**src/rtl/rv_imm_pkg.sv**
```systemverilog
// Shared immediate-format encodings and range helpers for the RV32 immediate encoder.
package rv_imm_pkg;

  typedef enum logic [1:0] {
    IMM_I = 2'b00,
    IMM_S = 2'b01,
    IMM_B = 2'b10,
    IMM_J = 2'b11
  } immsel_e;

  localparam int XLEN  = 32;

  // Highest immediate bit each format can represent; everything above must match it.
  localparam int MSB_I = 11;
  localparam int MSB_S = 11;
  localparam int MSB_B = 12;
  localparam int MSB_J = 20;

  function automatic logic fits(input logic [XLEN-1:0] v, input int msb);
    logic [XLEN-1:0] hi;
    hi = XLEN'($signed(v) >>> msb);
    return (hi == '0) || (hi == '1);
  endfunction

endpackage

```
**src/rtl/imm_pack.sv**
```systemverilog
// Combinational scatter of a signed immediate into I/S/B/J instruction bit positions,
// plus range and alignment checks for the selected format.
module imm_pack
  import rv_imm_pkg::*;
(
  input  logic [1:0]      immsel,
  input  logic [XLEN-1:0] imm,
  input  logic [XLEN-1:0] base,
  output logic [XLEN-1:0] inst,
  output logic            range_err,
  output logic            align_err
);

  always_comb begin
    inst      = base;
    range_err = 1'b0;
    case (immsel)
      IMM_I: begin
        inst[31:20] = imm[11:0];
        range_err   = !fits(imm, MSB_I);
      end
      IMM_S: begin
        inst[31:25] = imm[11:5];
        inst[11:7]  = imm[4:0];
        range_err   = !fits(imm, MSB_S);
      end
      IMM_B: begin
        inst[31]    = imm[12];
        inst[30:25] = imm[10:5];
        inst[11:8]  = imm[4:1];
        inst[7]     = imm[11];
        range_err   = !fits(imm, MSB_B);
      end
      IMM_J: begin
        inst[31]    = imm[20];
        inst[30:21] = imm[10:1];
        inst[20]    = imm[11];
        inst[19:12] = imm[19:12];
        range_err   = !fits(imm, MSB_J);
      end
      default: inst = base;
    endcase
    // Branch and jump offsets are halfword-aligned; bit 0 has no encoding slot.
    align_err = immsel[1] & imm[0];
  end

endmodule

```
**src/rtl/imm_enc.sv**
```systemverilog
// Two-stage valid/ready immediate encoder: S1 captures the request, S2 holds the packed
// instruction and flags; saturating counters track transferred outputs.
module imm_enc
  import rv_imm_pkg::*;
#(
  parameter int WIDTH = 32,
  parameter int CNT_W = 16
) (
  input  logic             clk,
  input  logic             rst_n,
  input  logic             in_valid,
  output logic             in_ready,
  input  logic [1:0]       immsel,
  input  logic [WIDTH-1:0] imm_in,
  input  logic [WIDTH-1:0] base_inst,
  output logic             out_valid,
  input  logic             out_ready,
  output logic [WIDTH-1:0] inst_out,
  output logic             range_err,
  output logic             align_err,
  input  logic             cnt_clr,
  output logic [CNT_W-1:0] ok_cnt,
  output logic [CNT_W-1:0] err_cnt
);

  logic             s1_valid;
  logic [1:0]       s1_sel;
  logic [WIDTH-1:0] s1_imm;
  logic [WIDTH-1:0] s1_base;
  logic             s2_valid;
  logic             s1_adv;
  logic             s2_adv;
  logic             xfer;
  logic [WIDTH-1:0] pack_inst;
  logic             pack_range;
  logic             pack_align;

  assign s2_adv    = !s2_valid | out_ready;
  assign s1_adv    = !s1_valid | s2_adv;
  assign in_ready  = s1_adv;
  assign out_valid = s2_valid;
  assign xfer      = s2_valid & out_ready;

  imm_pack u_pack (
    .immsel    (s1_sel),
    .imm       (s1_imm),
    .base      (s1_base),
    .inst      (pack_inst),
    .range_err (pack_range),
    .align_err (pack_align)
  );

  always_ff @(posedge clk or negedge rst_n) begin
    if (!rst_n) begin
      s1_valid <= 1'b0;
      s1_sel   <= 2'b00;
      s1_imm   <= '0;
      s1_base  <= '0;
    end else if (s1_adv) begin
      s1_valid <= in_valid;
      if (in_valid) begin
        s1_sel  <= immsel;
        s1_imm  <= imm_in;
        s1_base <= base_inst;
      end
    end
  end

  // Output registers only move when S2 advances, so a stalled output stays stable.
  always_ff @(posedge clk or negedge rst_n) begin
    if (!rst_n) begin
      s2_valid  <= 1'b0;
      inst_out  <= '0;
      range_err <= 1'b0;
      align_err <= 1'b0;
    end else if (s2_adv) begin
      s2_valid <= s1_valid;
      if (s1_valid) begin
        inst_out  <= pack_inst;
        range_err <= pack_range;
        align_err <= pack_align;
      end
    end
  end

  always_ff @(posedge clk or negedge rst_n) begin
    if (!rst_n) begin
      ok_cnt  <= '0;
      err_cnt <= '0;
    end else if (cnt_clr) begin
      ok_cnt  <= '0;
      err_cnt <= '0;
    end else if (xfer) begin
      if (range_err | align_err) begin
        if (!(&err_cnt)) err_cnt <= err_cnt + CNT_W'(1);
      end else begin
        if (!(&ok_cnt)) ok_cnt <= ok_cnt + CNT_W'(1);
      end
    end
  end

endmodule
```
**config.mk**
```make
export PLATFORM = sky130hd
export DESIGN_NAME = imm_enc
export DESIGN_NICKNAME = d
export VERILOG_FILES = /design/src/rtl/rv_imm_pkg.sv /design/src/rtl/imm_pack.sv /design/src/rtl/imm_enc.sv
export SDC_FILE = /design/constraint.sdc
export NUM_CORES = 1
export LEC_CHECK = 0
export CORE_ASPECT_RATIO = 0.75
export CORE_MARGIN = 1.5
export CORE_UTILIZATION = 53
export DETAILED_ROUTE_END_ITERATION = 6
export PLACE_DENSITY = 0.85
export SKIP_LAST_GASP = 1
export SYNTH_ARGS = -nofsm -noshare
export SYNTH_HDL_FRONTEND = slang
export SYNTH_SLANG_ARGS = --single-unit
```
**constraint.sdc**
```tcl
create_clock -name clk -period 3.2 [get_ports clk]
set_clock_uncertainty 0.05 [all_clocks]
set_input_delay 0.64 -clock clk [delete_from_list [all_inputs] [get_ports clk]]
set_output_delay 0.64 -clock clk [all_outputs]
set_load 0.03 [all_outputs]
```
==> impl_summary.txt <==
----------------------------------------------------
[Timing]
  Headroom to the max-slew limit ... 36.4%
  Slew @ Worst Pin ... 0.951 ns
  Setup repair after global routing missed its margin ... no
  Timing-limited maximum frequency ... 350 MHz
  Time the worst path needs with I/O delays and setup ... 2.86 ns
  Final count of negative-setup-slack endpoints ... 0
  Fin crit share ... 89.3%
  Final slew viol count ... 0
  Setup Total Neg Slack ... 0 ns
  Total count of hold-check failures in the final report ... 0

[Synth]
  Area of the mapped netlist ... 5650 sq um
  Fraction of post-synthesis cell area in the top cell type by area ... 56.3%
  Number of enable-type register cells in the synthesized netlist ... 0
  Predominant post-synthesis flop cell ... dfrtp_1
  Syn_nets ... 558
  Mean instance size in the synthesized netlist ... 11.7 sq um
  Area leader, netlist ... dfrtp_1
  Top cells by area, synth ... dfrtp_1 (56%), mux2_2 (15%), o21ai_0 (2.9%)
  Mapped Cells ... 481
  Library cells used by synthesis ... 40
  Sequential share of the synthesized area ... 56.3%
  Yosys synthesis warning count ... 0
  Proportion of register bits with asynchronous set or reset after synthesis ... 100%
  Register bit count reported by yosys ... 127

[Final layout]
  Commonest non-fill, non-tap cell in the layout ... clkdlybuf4s50_1
  Synth-to-Final Area Change ... 36.9%
  Highest-count cells in the layout ignoring fill and taps ... clkdlybuf4s50_1 (130), dfrtp_1 (127), mux2_2 (74), nand2_1 (36), o21ai_0 (33)
  Fraction of final layout cells with drive strength greater than 1 ... 19.7%
  Final-stage net count ... 694
  Total inserted antenna cells ... 0

[Drt]
  Average wire length per cell after detail routing ... 17.5 um
  Drt total wl ... 13.4 mm
  Detailed Routing Iterations Pass 1 ... 5
  Per-cell via count in the routed design ... 5.84
  Detailed-route via count ... 4,475
  DR iter-0 viols ... 348
  Remaining DRCs ... 0
  Count of nets left with antenna violations after detail routing ... 0

[CTS]
  Gates resized, CTS repair ... 0
  Clock sinks ... 127
  H-tree levels ... 4
  Post-CTS clock slew at the launch and capture registers of the worst setup and hold paths ... 0.06 ns
  Number of buffers inserted to repair setup after CTS ... 0
  Clock insertion delay at the later pin of the skew report ... 0.40 ns
  Clock root buffer master ... clkbuf_16
  Clk buf depth ... 2
  Quantity of hold-fixing buffers added after cts ... 0
  Clock tree from TritonCTS ... done
  Cts bufs inserted ... 17

[Setup path]
  CP Capture Type ... primary output
  Family with the most delay on the worst path ... buffers and inverters
  Critical path data required time ... 2.51 ns
  Combined buffer and inverter count along the critical path ... 2
  Instance count on the critical path ... 3
  CP max-delay cell ... clkdlybuf4s50_1
  Cell Chain, Critical Path ... clkdlybuf4s50_1 -> nand3b_1 -> clkdlybuf4s50_1
  WP data arrival ... 2.17 ns
  Critical path type ... input pin to primary output
  Number of cells on the worst reg-to-reg path ... 4
  Critical Path Start Type ... input pin
  Cell seen most often among critical-path stages ... clkdlybuf4s50_1
  Maximum fanout encountered on the critical timing path ... 6
  Max stage delay on crit path ... 0.71 ns

[Outcome]
  Run status ... finished clean

[Pwr]
  Net Sw Frac ... 28.6%
  Maximum vdd drop ... 0.562 mV
  Cell-internal power ... 0.00352 W
  Relative contribution of sequential cells to total power ... 40.4%
  Power Density ... 638 nW/um^2
  Clk pwr share ... 38.6%
  Switching component of the power ... 0.00141 W
  Total power draw ... 0.00493 W
  Part of the total power dissipated in combinational logic ... 21.0%
  Pleak ... 3.08 nW

[Placed design]
  Final weighted congestion in routability-driven placement ... 0.865
  Number of buffer cells added on primary ports ... 131
  Post-detail-place hpwl ... 9.07 mm

[Global route]
  Global-route wire length before repair ... 22.1 mm
  Total congestion overflow after global routing ... 0
  Maximum number of pins on one net before global-route repair ... 59
  Total routing resource utilization after global routing ... 25.2%
  Vias in the first global route ... 4,370
  Number of antenna violations at the first check in global routing ... 0

[Floorplanning]
  DIE HEIGHT ... 92.4 um
  Rows ... 32
  Count of boundary I/O pins ... 139
  Starting density of the core ... 54.7%
  Area enclosed by the die boundary ... 11,300 sq um
  Die extent in x ... 122 um
  Core Area ... 10,300 sq um

[Job]
  Count of maximum capacitance violations ... 0

[Min path]
  Class of the worst hold path ... input pin to async pin

----------------------------------------------------
-- kinds of logic (layout without fill, tap and decap cells) --
family | count (synthesis) | count (layout) | synth area share [%]
XOR/XNOR | 1 | 1 | 0.155
flip-flops | 127 | 127 | 56.3
AND/OR/NAND/NOR | 138 | 138 | 13.7
buffers and inverters | 30 | 179 | 2.06
adder cells (fa/ha/maj) | 6 | 6 | 1.33
AO/OA/AOI/OAI | 95 | 95 | 9.99
multiplexers | 84 | 84 | 16.5
-- through the flow --
step           worst slack [ns]  std cells  cell area (sq um)  hold slack [ns]  util, %
2_1_floorplan             0.698        481               5650            0.294        -
3_3_place_gp              0.386        734               7140            0.415     69.1
3_5_place_dp              0.312        734               7140            0.430     69.1
4_1_cts                   0.348        766               7730            0.273     74.8
5_1_grt                   0.308        766               7730            0.298     74.8
6_report                  0.341        766               7730            0.240     74.8
-- area by class of cell --
cell class / count / area, sq um
Clock buffer: 20 / 457
Clock inverter: 12 / 135
Fill cell: 669 / 2600
Inverter: 6 / 22.5
Multi-Input combinational cell: 324 / 2370
Sequential cell: 127 / 3180
Tap cell: 136 / 170
Timing Repair Buffer: 141 / 1400
-- synthesized netlist by cell type (all sizes together), types with 7 or more instances --
cell / number
a21oi: 30
or3: 10
buf: 10
o21ai: 33
nor2: 10
or4: 14
mux2i: 10
nand3: 7
nand2: 38
nor4: 13
mux2: 74
nor2b: 7
clkbuf: 14
dfrtp: 127
nand4: 17
o31ai: 13
-- sequential cells by signal, summed over array words and instances (netlist names) --
register	count
s1_valid	1
align_err	1
s1_base	25
out_valid	1
err_cnt	16
ok_cnt	16
s1_sel	2
inst_out	32
s1_imm	32
range_err	1
-- per-layer routing --
layer / track usage [%] / part of all wire (%)
met1: 34.3 / 42
met3: 7.08 / 7.0
met2: 39.9 / 50
met4: 7.07 / 0.95
met5: 0 / 0
-- power by group through the flow --
| stage | registers, W | clock network, W | logic [W] |
|---|---|---|---|
| global placement | 0.00200 | 0 | 0.00101 |
| floorplan | 0.00222 | 0 | 0.000357 |
| finish | 0.00199 | 0.00190 | 0.00104 |
| CTS | 0.00199 | 0.00193 | 0.00105 |
| global route | 0.00203 | 0.00203 | 0.00111 |
| detailed placement | 0.00201 | 0 | 0.00104 |
-- final timing paths --
path	start	end	slack, ns
max in group asynchronous	rst_n	ok_cnt[15]	2.07
setup reg to reg	ok_cnt[3]	ok_cnt[13]	0.89
hold / removal	rst_n	err_cnt[10]	0.24
setup / recovery	out_ready	in_ready	0.34
hold reg to reg	inst_out[19]	inst_out[19]	0.43
min in group clk	inst_out[19]	inst_out[19]	0.43
Note: power is estimated with default switching activity, not from simulation.
